**src/rtl/serial_alu_sequencer.sv**
```systemverilog
// Word-level sequencer for a 1-bit ALU slice: shifts operands LSB-first, chains carry/borrow, assembles the result.
// Optional zero-result flag output is enabled with `define SERIAL_ALU_ZERO_FLAG_EN.
module serial_alu_sequencer #(
    parameter int unsigned WIDTH = 8
) (
    input  logic             clk,
    input  logic             rst,
    input  logic             start,
    input  logic [2:0]       select,
    input  logic [WIDTH-1:0] R2_in,
    input  logic [WIDTH-1:0] R3_in,
    output logic             busy,
    output logic             done,
    output logic             err,
    output logic [WIDTH-1:0] R1_out,
    output logic             c_out_final,
    output logic             slice_R2,
    output logic             slice_R3,
    output logic             slice_c_in,
    output logic [2:0]       slice_select,
    input  logic             slice_R1,
    input  logic             slice_c_out
`ifdef SERIAL_ALU_ZERO_FLAG_EN
    ,
    output logic             zero
`endif
);

    localparam int unsigned CNT_W = (WIDTH > 2) ? $clog2(WIDTH) : 1;
    localparam logic [CNT_W-1:0] LAST_CNT = CNT_W'(WIDTH - 1);

    localparam logic [2:0] OP_MOV  = 3'b000;
    localparam logic [2:0] OP_ADD  = 3'b010;
    localparam logic [2:0] OP_SUB  = 3'b011;
    localparam logic [2:0] OP_LESS = 3'b110;
    localparam logic [2:0] OP_ILL  = 3'b111;

    typedef enum logic [1:0] {
        S_IDLE = 2'd0,
        S_RUN  = 2'd1,
        S_DONE = 2'd2
    } state_t;

    state_t           state_q;
    state_t           state_d;
    logic [WIDTH-1:0] a_q;
    logic [WIDTH-1:0] b_q;
    logic [WIDTH-2:0] res_q;
    logic [2:0]       op_q;
    logic             carry_q;
    logic [CNT_W-1:0] cnt_q;

    logic             accept;
    logic             illegal_sel;
    logic             last_bit;
    logic             op_arith;
    logic [WIDTH-1:0] res_shift;
    logic [WIDTH-1:0] final_word;

    assign accept      = (state_q == S_IDLE) && start;
    assign illegal_sel = (select == OP_ILL);
    assign last_bit    = (state_q == S_RUN) && (cnt_q == LAST_CNT);
    assign op_arith    = (op_q == OP_ADD) || (op_q == OP_SUB) || (op_q == OP_LESS);
    // New slice bit enters at the MSB; after WIDTH shifts bit 0 sits at the LSB.
    assign res_shift   = {slice_R1, res_q};
    assign final_word  = (op_q == OP_LESS) ? WIDTH'(slice_c_out) : res_shift;

    // State register
    always_ff @(posedge clk or posedge rst) begin
        if (rst) begin
            state_q <= S_IDLE;
        end else begin
            state_q <= state_d;
        end
    end

    // Next-state logic
    always_comb begin
        state_d = state_q;
        case (state_q)
            S_IDLE: begin
                if (start) begin
                    state_d = illegal_sel ? S_DONE : S_RUN;
                end
            end
            S_RUN: begin
                if (cnt_q == LAST_CNT) begin
                    state_d = S_DONE;
                end
            end
            S_DONE:  state_d = S_IDLE;
            default: state_d = S_IDLE;
        endcase
    end

    // Moore outputs; slice is driven only in RUN and never sees the illegal opcode
    always_comb begin
        busy         = 1'b0;
        done         = 1'b0;
        slice_R2     = 1'b0;
        slice_R3     = 1'b0;
        slice_c_in   = 1'b0;
        slice_select = OP_MOV;
        case (state_q)
            S_RUN: begin
                busy       = 1'b1;
                slice_R2   = a_q[0];
                slice_R3   = b_q[0];
                slice_c_in = carry_q;
                if (op_q == OP_LESS) begin
                    slice_select = OP_SUB;
                end else if (op_q != OP_ILL) begin
                    slice_select = op_q;
                end
            end
            S_DONE: begin
                busy = 1'b1;
                done = 1'b1;
            end
            default: ;
        endcase
    end

    // Operand shifters, carry chain, bit counter and result registers
    always_ff @(posedge clk or posedge rst) begin
        if (rst) begin
            a_q         <= '0;
            b_q         <= '0;
            res_q       <= '0;
            op_q        <= OP_MOV;
            carry_q     <= 1'b0;
            cnt_q       <= '0;
            err         <= 1'b0;
            R1_out      <= '0;
            c_out_final <= 1'b0;
`ifdef SERIAL_ALU_ZERO_FLAG_EN
            zero        <= 1'b0;
`endif
        end else if (accept) begin
            a_q     <= R2_in;
            b_q     <= R3_in;
            op_q    <= select;
            carry_q <= 1'b0;
            cnt_q   <= '0;
            err     <= illegal_sel;
            if (illegal_sel) begin
                R1_out      <= '0;
                c_out_final <= 1'b0;
`ifdef SERIAL_ALU_ZERO_FLAG_EN
                zero        <= 1'b1;
`endif
            end
        end else if (state_q == S_RUN) begin
            a_q     <= {1'b0, a_q[WIDTH-1:1]};
            b_q     <= {1'b0, b_q[WIDTH-1:1]};
            res_q   <= res_shift[WIDTH-1:1];
            carry_q <= op_arith ? slice_c_out : 1'b0;
            cnt_q   <= cnt_q + CNT_W'(1);
            if (last_bit) begin
                R1_out      <= final_word;
                c_out_final <= op_arith ? slice_c_out : 1'b0;
`ifdef SERIAL_ALU_ZERO_FLAG_EN
                zero        <= (final_word == '0);
`endif
            end
        end
    end

endmodule
```
**config.mk**
```make
export PLATFORM = sky130hd
export DESIGN_NAME = serial_alu_sequencer
export DESIGN_NICKNAME = d
export VERILOG_FILES = /design/src/rtl/serial_alu_sequencer.sv
export SDC_FILE = /design/constraint.sdc
export NUM_CORES = 1
export LEC_CHECK = 0
export ABC_AREA = 0
export ABC_CLOCK_PERIOD_IN_PS = 1470
export BUFFER_PORTS_ARGS = -buffer_cell sky130_fd_sc_hd__buf_2
export CORE_MARGIN = 8
export CORE_UTILIZATION = 45
export DETAILED_ROUTE_END_ITERATION = 8
export PLACE_DENSITY = 0.76
export SYNTH_ARGS = -nofsm -noshare
export SYNTH_HDL_FRONTEND = slang
export SYNTH_SLANG_ARGS = --single-unit
```
**constraint.sdc**
```tcl
create_clock -name clk -period 1.47 [get_ports clk]
set_input_delay 0.294 -clock clk [delete_from_list [all_inputs] [get_ports clk]]
set_output_delay 0.294 -clock clk [all_outputs]
set_load 0.03 [all_outputs]
```
==> results_dict.tcl, run 1 <==
set metrics [dict create \
    routabilityCongestion 0.7416 \
    r2r-start "state_q[1]$_DFFE_PP0P_" \
    yosysWarnings 0 \
    finClkSkew_ns 0.007690 \
    cp-start-kind "register" \
    port_buffers 41 \
    grt_start_max_net_pins 43 \
    grt_pass1_vias 1537 \
    ys_seq_area_frac 0.5388 \
    slew_violations 0 \
    total_power_mw 4.753 \
    drt-total-wl_mm 4.447 \
    synth_cell_types 30 \
    cp-end-kind "output pin" \
    synth_nets 203 \
    drtAntennaViolNets 0 \
    max-slew-margin-rel 0.7894 \
    failed_checks "negative setup slack" \
    dp_hpwl_mm 3.024 \
    coreArea_um2 4264 \
    layout.nets 262 \
    synth_mux_area_frac 0.1276 \
    drive_gt1_frac 0.4017 \
    fmaxAchievable_mhz 604.3 \
    vdd_drop_max_mv 1.147 \
    grt_setup_unrepaired "yes" \
    antennaDiodeCount 0 \
    nFillCells 368 \
    rr_worst_depth 7 \
    clk_pin_slew_ns 0.08 \
    worstPathMaxFanout 6 \
    drc_errors 0 \
    cts_hold_buf 0 \
    dr.pass1.iters 4 \
    die_x_um 81.84 \
    grt_usage 0.1422 \
    synth_seq_cells 42 \
    synthSimpleGateAreaFrac 0.1341 \
    clock_latency_ns 0.30 \
    fin_crit_sh 1.126 \
    synthesis.area_um2 1951 \
    status "complete, but fails checks" \
    cts_inserted_buffers 5 \
    die_h_um 81.84 \
    start_util 0.4575 \
    dieArea_um2 6698 \
    period_needed_ns 1.655 \
    area_growth_pct 29.76 \
    initialDrtViolationCount 65 \
    crit_chain "ha_4, buf_4, and2_2, buf_6" \
    power.density_nw_per_um2 1878 \
    required_ns 1.18 \
    grt_pass1_wl_mm 7.341 \
    slowest_delay_ns 0.42 \
    cp_slowest_cell "dfrtp_1" \
    postLayoutCoreUtil 0.5936 \
    clock-sinks 42 \
    cp_num_buf_inv 2 \
    crit_arrival_ns 1.36 \
    syn-mean-instance-area_um2 11.21 \
    leakagePower_nw 1.226 \
    r2r_slack_ns -0.17 \
    avgRoutedWirePerCell_um 15.55 \
    synthAdderAreaFrac 0.03207 \
    cts_tree "yes" \
    synth_xor_area_frac 0.004490 \
    overflow 0 \
    cts_root_buf "clkbuf_8" \
    rows 24 \
    synth_top_family_by_area "simple AND/OR/NAND/NOR gates" \
    hp-class "primary input to async pin" \
    vias 1507 \
    setup_viol 34 \
    ioPinCount 42 \
    setup_ws_ns -0.1848 \
    drt-vias-per-instance 5.269 \
    maxCapViolCount 0 \
    clk_path_buf_depth 2 \
    htreeDepth 2 \
    r2r-end "R1_out[3]$_DFFE_PP0P_" \
    synth_compound_area_frac 0.1135 \
    antenna_found_initial 0 \
    postSynthCellCount 174 \
    critical_path_class "register to output pin" \
    worst_pin_slew_ns 0.3149 \
    report.final.hold_viol_count 0 \
    critical_path.top_delay_family "flip-flops" \
]
==> cells in the mapped netlist, drive strengths merged <==
library cell  instances  area [µm²]
nor3b                 1       7.510
nand2                34       127.6
nand3                 5       35.03
o2bb2a                1       10.01
o22ai                 2       12.51
a21boi                1       7.510
a211oi                1       12.51
nor3                  1       16.27
nor2                  5       18.77
and2                  4       27.53
and3                  1       6.260
mux2                  7       78.83
and3b                 1       10.01
ha                    5       62.56
buf                  11       77.57
or2                   1       6.260
o21a                  1       7.510
inv                   5       18.77
a31oi                 1       6.260
o21ai                16       80.08
dfrtp                42        1051
mux2i                17       170.2
a21oi                 1       5.000
xnor2                 1       8.760
nand2b                1       6.260
a32o                  8       80.08
==> worst max-delay path by stage <==
stage | cells past startpoint | endpoint | from
6_report | 4 | slice_R2 | state_q[0]$_DFFE_PP0P_
5_1_grt | 5 | slice_R2 | state_q[1]$_DFFE_PP0P_
4_1_cts | 5 | slice_select[2] | state_q[1]$_DFFE_PP0P_
3_5_place_dp | 5 | R1_out[2]$_DFFE_PP0P_ | state_q[0]$_DFFE_PP0P_
2_1_floorplan | 6 | slice_select[2] | state_q[1]$_DFFE_PP0P_
3_3_place_gp | 6 | R1_out[3]$_DFFE_PP0P_ | state_q[0]$_DFFE_PP0P_
==> cells by family (layout without fill, tap and decap cells) <==
logic type / count (synthesis) / count (layout)
AOI/OAI and AO/OA: 32 / 32
xor gates and xnor gates: 1 / 1
adders and majority gates: 5 / 5
buffers and inverters: 16 / 76
DFF: 42 / 42
muxes: 24 / 24
and+or+nand+nor: 54 / 54
==> placed cells by master, fill, tap and decap left out, types with 2 or more instances in the layout <==
cell type and n:
a32o_1 8, inv_1 3, clkbuf_8 5, buf_4 19, o21ai_0 14, o22ai_1 2, buf_12 3, buf_6 8
nand3_1 3, dfrtp_1 41, nand2_1 33, ha_1 4, nor2_1 5, o21ai_1 2, mux2_2 7, and2_2 3
buf_2 33, mux2i_1 17
==> state kept, by name, indices dropped and copies added, names as in the netlist, 2 cells and up <==
name	count
a_q	8
op_q	3
b_q	8
R1_out	8
cnt_q	3
res_q	7
state_q	2
==> layout make-up <==
type | instances | area (µm²) | area share
inverters | 5 | 23.77 | 0.009392
clock buffers | 5 | 68.82 | 0.02719
well taps | 52 | 65.06 | 0.02570
flip-flops and latches | 42 | 1052 | 0.4157
multi-input cells | 116 | 842.1 | 0.3327
repair buffers | 63 | 457.9 | 0.1809
clock inverters | 3 | 21.27 | 0.008403
==> worst reg2reg max path: stages, from the launching register on <==
cell     delay (ns)
dfrtp_1        0.39
inv_2          0.09
ha_4           0.19
buf_4          0.16
buf_6          0.13
nand2_2        0.08
nor3_4         0.32
a32o_1         0.20
==> per-stage QoR <==
stage	setup TNS, ns	instances	area (µm²)	setup slack, ns	hold slack, ns
floorplan	-0.03155	174	1996	-0.03155	0.3994
global route	-4.531	286	2531	-0.2262	0.05706
finish	-2.580	286	2531	-0.1848	0.04810
detailed placement	-0.8439	269	2312	-0.1058	0.3693
CTS	-3.001	284	2512	-0.1764	0.04267
global placement	-0.2035	269	2312	-0.02912	0.3671
==> power by group <==
| part | internal [mW] | switching (mW) |
|---|---|---|
| registers | 1.59 | 0.281 |
| clock network | 0.333 | 0.397 |
| logic | 1.08 | 1.07 |
==> routing by layer <==
metal	GRT usage	part of all wire	vias to the layer above
met1	0.1706	0.43	753
met5	0	0	-
met3	0.04486	0.051	6
met2	0.2265	0.50	26
met4	0.06842	0.017	0
li1	-	-	722
==> timing repair <==
item	4_1_cts	5_1_grt
setup endpoints to repair	24	46
pin swaps	4	4
resized for setup	19	4
setup buffers	7	2
gates cloned	0	0
Note: power is estimated with default switching activity, not from simulation.
==> inputs of run 2 (changes only) <==
--- a/config.mk
+++ b/config.mk
@@ -8,6 +8,7 @@
 export ABC_AREA = 0
 export ABC_CLOCK_PERIOD_IN_PS = 1470
 export BUFFER_PORTS_ARGS = -buffer_cell sky130_fd_sc_hd__buf_2
+export CORE_ASPECT_RATIO = 0.75
 export CORE_MARGIN = 8
 export CORE_UTILIZATION = 45
 export DETAILED_ROUTE_END_ITERATION = 8
==> run 2 against run 1 <==
Core utilization grew 6.3 points. Non-clock buffer count grew 6. Maximum frequency shrank 2.4%. Highest routed layer unchanged. The run still ends with negative setup slack left. Sequential share of layout area shrank 2.5 points. Global-route usage shrank 0.94 points. Setup slack lost 0.041 ns. Via count shrank 0.33%. Clock-buffer cell count is the same.
==> results_dict.tcl, run 2 (synthesis results as in run 1) <==
set metrics [dict create \
    power.density_nw_per_um2 1908 \
    fmaxAchievable_mhz 589.7 \
    total_power_mw 5.142 \
    layout.nets 268 \
    dr.pass1.iters 4 \
    design_area_um2 2695 \
    switchingPower_mw 1.896 \
    clock-sinks 42 \
    avgRoutedWirePerCell_um 15.09 \
    clk_pin_slew_ns 0.09 \
    nFillCells 318 \
    grt_usage 0.1328 \
    setup_viol 31 \
    vias 1502 \
    clock_latency_ns 0.30 \
    grt_start_max_net_pins 43 \
    placed_cells 273 \
    drc_errors 0 \
    cp-start-kind "register" \
    slew_violations 0 \
    setup_ws_ns -0.2257 \
    start_util 0.4753 \
    report.final.hold_viol_count 0 \
    coreArea_um2 4104 \
    final_common_cell "dfrtp_1" \
    clk_path_buf_depth 2 \
    top_regs "R1_out: 8 flops, a_q: 8 flops, b_q: 8 flops" \
    cts_tree "yes" \
    p_comb_frac 0.488 \
    finClkSkew_ns 0.008122 \
    worstPathMaxFanout 4 \
    grt_setup_unrepaired "yes" \
    status "complete, but fails checks" \
    cts_hold_buf 0 \
    grt_use_met2 0.2025 \
    drt-vias-per-instance 5.092 \
    critical_path_class "register to register" \
    switching_share 0.3687 \
    die_h_um 73.02 \
    overflow 0 \
    maxCapViolCount 0 \
    fin_crit_sh 1.154 \
    grtUsageMet1 0.1727 \
    port_buffers 41 \
    required_ns 1.65 \
    max-slew-margin-rel 0.7872 \
    seq_power_share 0.364 \
    dp_worst_setup_slack_ns -0.09218 \
    fin_cells 295 \
    drt-total-wl_mm 4.452 \
    rows 20 \
    drtAntennaViolNets 0 \
    grt_util_met3 0.04008 \
    hp-class "primary input to async pin" \
    cts_inserted_buffers 5 \
    dpl-instance-area_um2 2311 \
    dp_hpwl_mm 2.912 \
    vdd_drop_max_mv 1.352 \
    htreeDepth 2 \
    cts_root_buf "clkbuf_8" \
    die_x_um 92.03 \
    initialDrtViolationCount 92 \
    dieArea_um2 6719 \
    leakagePower_nw 1.284 \
    clockPowerShare 0.148 \
    drive_gt1_frac 0.4583 \
    internal-power_mw 3.246 \
    cp-end-kind "register" \
    period_needed_ns 1.696 \
    grt.busiest_layer "met2" \
    grt_pass1_vias 1477 \
    routabilityCongestion 0.7268 \
    antenna_found_initial 0 \
    antennaDiodeCount 0 \
    crit_arrival_ns 1.88 \
    failed_checks "negative setup slack" \
    area_growth_pct 38.17 \
    ioPinCount 42 \
    grt_pass1_wl_mm 7.086 \
    final_cell_mix "dfrtp_1 (41), nand2_1 (33), buf_2 (33)" \
    worst_pin_slew_ns 0.3181 \
]
[run 2: changes by cell type in the layout (fill, tap and decap cells not counted), sizes merged]
cell and delta:
clkinvlp +1, clkinv -2, buf +6, inv +1
[run 2: metal layers]
layer	wire (µm)	part of all wire
met2	2067	0.46
met3	261	0.059
met4	29	0.0065
met5	0	0
met1	2093	0.47
[run 2: metrics by stage]
stage	utilization	setup TNS (ns)	hold WS, ns
CTS	0.6183	-3.832	0.03370
global placement	0.5631	-0.2778	0.3641
global route	0.6567	-6.282	0.03927
finish	0.6567	-4.265	0.03119
floorplan	-	-0.03155	0.3994
detailed placement	0.5631	-0.5602	0.3665
[run 2: final cells by class]
| cell class | instances | area (µm²) | share of cell area |
|---|---|---|---|
| multi-input cells | 116 | 910.9 | 0.3380 |
| repair buffers | 69 | 544.3 | 0.2020 |
| well taps | 55 | 68.82 | 0.02553 |
| clock inverters | 3 | 23.77 | 0.008821 |
| clock buffers | 5 | 68.82 | 0.02553 |
| inverters | 5 | 26.28 | 0.009749 |
| flip-flops and latches | 42 | 1052 | 0.3904 |
[run 2: final timing paths]
| check | from | to | slack [ns] | cells after the start |
|---|---|---|---|---|
| worst max register to register | state_q[0]$_DFFE_PP0P_ | state_q[0]$_DFFE_PP0P_ | -0.23 | 9 |
| min in group clk | R3_in[7] | b_q[7]$_DFFE_PP0P_ | 0.18 | 3 |
| worst min register to register | err$_DFFE_PP0P_ | err$_DFFE_PP0P_ | 0.50 | 2 |
| max in group asynchronous | rst | state_q[0]$_DFFE_PP0P_ | 1.22 | 3 |
| worst min-delay path | rst | a_q[0]$_DFFE_PP0P_ | 0.03 | 3 |
| worst max-delay path | state_q[0]$_DFFE_PP0P_ | state_q[0]$_DFFE_PP0P_ | -0.23 | 9 |
[run 2: critical path, cell delays in order (launching register included)]
cell	delay, ns
dfrtp_2	0.43
ha_4	0.17
buf_4	0.13
buf_6	0.12
buf_6	0.12
buf_6	0.13
nand2b_4	0.08
o21ai_2	0.07
buf_4	0.13
a32o_1	0.20
[run 2: power groups by stage]
stage	clock network [mW]	registers [mW]	logic, mW
3_3_place_gp	0	1.87	1.80
6_report	0.759	1.87	2.51
5_1_grt	0.845	1.93	2.73
4_1_cts	0.782	1.86	2.16
3_5_place_dp	0	1.88	1.84
2_1_floorplan	0	1.86	1.37
[run 2: repair_timing]
item                                    in CTS  in global routing
endpoints found under the setup margin      16                 32
gates resized for setup                     26                 35
pin swaps                                    3                  5
hold endpoints to repair                     0                  0
buffers inserted                             7                  7
==> inputs of run 3 (changes only) <==
--- a/config.mk
+++ b/config.mk
@@ -6,13 +6,13 @@
 export NUM_CORES = 1
 export LEC_CHECK = 0
 export ABC_AREA = 0
-export ABC_CLOCK_PERIOD_IN_PS = 1470
+export ABC_CLOCK_PERIOD_IN_PS = 1800
 export BUFFER_PORTS_ARGS = -buffer_cell sky130_fd_sc_hd__buf_2
 export CORE_ASPECT_RATIO = 0.75
 export CORE_MARGIN = 8
 export CORE_UTILIZATION = 45
 export DETAILED_ROUTE_END_ITERATION = 8
-export PLACE_DENSITY = 0.76
+export PLACE_DENSITY = 0.73
 export SYNTH_ARGS = -nofsm -noshare
 export SYNTH_HDL_FRONTEND = slang
 export SYNTH_SLANG_ARGS = --single-unit
==> constraint.sdc (replaced) <==
create_clock -name clk -period 1.8 [get_ports clk]
set_input_delay 0.36 -clock clk [delete_from_list [all_inputs] [get_ports clk]]
set_output_delay 0.36 -clock clk [all_outputs]
set_load 0.03 [all_outputs]
==> run 3 against run 2 <==
The flow now finishes without violations. Register-to-register slack improved by 0.39 ns. Flip-flop and latch count unchanged. Cell count is 6.1% lower. Via count is 5.0% lower. Critical endpoint is now slice_select[0]. Largest cell class unchanged. Largest power group is now registers.
==> results_dict.tcl, run 3 (synthesis results as in run 1) <==
set metrics [dict create \
    status "completed" \
    clock_latency_ns 0.30 \
    cts_inserted_buffers 5 \
    cp_slowest_cell "dfrtp_1" \
    final_common_cell "dfrtp_1" \
    ioPinCount 42 \
    grt_pass1_vias 1490 \
    report.final.hold_viol_count 0 \
    antennaDiodeCount 0 \
    grt_pass1_wl_mm 7.189 \
    rr_worst_depth 5 \
    final_cell_mix "dfrtp_1 (42), buf_2 (37), nand2_1 (34)" \
    fmaxAchievable_mhz 570.1 \
    leakagePower_nw 1.165 \
    drc_errors 0 \
    multi_input_area_um2 829.5 \
    period_needed_ns 1.754 \
    fin_crit_sh 0.9745 \
    grt_setup_unrepaired "yes" \
    critical_path.top_delay_family "flip-flops" \
    port_buffers 41 \
    slew_violations 0 \
    clk_path_buf_depth 2 \
    overflow 0 \
    rows 20 \
    cp-end-kind "output pin" \
    worst_pin_slew_ns 0.5169 \
    clock-sinks 42 \
    fin_hold_ws_ns 0.1818 \
    finClkSkew_ns 0.007792 \
    area_growth_pct 22.64 \
    cts_hold_buf 0 \
    start_util 0.4753 \
    dpl-instance-area_um2 2216 \
    setup_ws_ns 0.04592 \
    vdd_drop_max_mv 0.8689 \
    register_area_um2 1051 \
    postLayoutCoreUtil 0.5829 \
    grt_start_max_net_pins 43 \
    dieArea_um2 6719 \
    maxCapViolCount 0 \
    drtAntennaViolNets 0 \
    design_area_um2 2392 \
    fin_cells 277 \
    vias 1427 \
    antenna_found_initial 0 \
    placed_cells 265 \
    layout.nets 250 \
    drt-total-wl_mm 4.241 \
    die_h_um 73.02 \
    avgRoutedWirePerCell_um 15.31 \
    htreeDepth 2 \
    drive_gt1_frac 0.3468 \
    routabilityCongestion 0.7195 \
    slowest_delay_ns 0.45 \
    cp-start-kind "register" \
    setup_viol 0 \
    cp_num_buf_inv 1 \
    required_ns 1.44 \
    coreArea_um2 4104 \
    dp_hpwl_mm 2.995 \
    worstPathMaxFanout 6 \
    dr_wl_met2_mm 1.885 \
    power.density_nw_per_um2 1548 \
    initialDrtViolationCount 59 \
    drt-vias-per-instance 5.152 \
    cts_root_buf "clkbuf_8" \
    nFillCells 369 \
    cts_tree "yes" \
    drt-met1-wl_mm 2.021 \
    dp_worst_setup_slack_ns 0.1484 \
    r2r_slack_ns 0.16 \
    cp.depth 3 \
    crit_chain "and3b_2, o21a_1, buf_2" \
    crit_arrival_ns 1.39 \
    top_regs "R1_out: 8 flops, a_q: 8 flops, b_q: 8 flops" \
    max-slew-margin-rel 0.6554 \
    grt_usage 0.1330 \
    highest-signal-layer "met4" \
    dr.pass1.iters 4 \
    met3WireLength_um 290 \
    hp-class "primary input to async pin" \
    clk_pin_slew_ns 0.08 \
    critical_path_class "register to output pin" \
    die_x_um 92.03 \
]
[run 3: cell count changes in the layout (fill, tap and decap cells not counted), moves of 3 or more]
| cell | delta |
|---|---|
| buf_6 | -14 |
| o21ai_0 | +13 |
| o21ai_1 | -11 |
| buf_4 | -5 |
| buf_2 | +4 |
| and2_2 | -3 |
| clkbuf_8 | +3 |
| ha_1 | +3 |
[run 3: through the flow]
stage	power [mW]	setup TNS (ns)
CTS	3.664	0
global route	3.969	-0.001977
global placement	2.868	0
floorplan	2.580	0
finish	3.703	0
detailed placement	2.921	0
[run 3: path summary, 6_finish.rpt]
path,from,endpoint
worst max-delay path,op_q[1]$_DFFE_PP0P_,slice_select[0]
worst min-delay path,rst,a_q[5]$_DFFE_PP0P_
min in group clk,R3_in[7],b_q[7]$_DFFE_PP0P_
max in group asynchronous,rst,res_q[0]$_DFFE_PP0P_
worst min register to register,err$_DFFE_PP0P_,err$_DFFE_PP0P_
worst max register to register,state_q[0]$_DFFE_PP0P_,R1_out[3]$_DFFE_PP0P_
[run 3: timing repair]
| item | 4_1_cts | 5_1_grt |
|---|---|---|
| resized for setup | 6 | 8 |
| setup buffers | 0 | 4 |
| endpoints found under the setup margin | 5 | 4 |
| pin swaps | 0 | 1 |
[run 3: power by group]
group          switching (mW)  leakage (nW)  internal [mW]  total (mW)
Clock                   0.314        0.0575          0.387       0.701
Combinational           0.786         0.569          0.673        1.46
Sequential              0.245         0.538           1.30        1.54
Total                    1.34          1.16           2.36        3.70
[run 3: cell type report]
cell class | count | area share
sequential | 42 | 0.4393
multi-input combinational | 116 | 0.3468
timing repair buffer | 51 | 0.1313
clock buffer | 8 | 0.04603
tap | 55 | 0.02877
inverter | 5 | 0.007845
[run 3: metal layers]
layer | track usage | vias up
li1 | - | 701
met1 | 0.1676 | 687
met2 | 0.2025 | 33
met3 | 0.04728 | 6
met4 | 0.05338 | 0
met5 | 0 | -
[run 3: worst register-to-register path, cell delays in order, from the launching register on]
cell and delay (ns):
dfrtp_1 0.44, inv_1 0.10, ha_1 0.20, nand2_1 0.08, or2_0 0.39, a32o_1 0.33
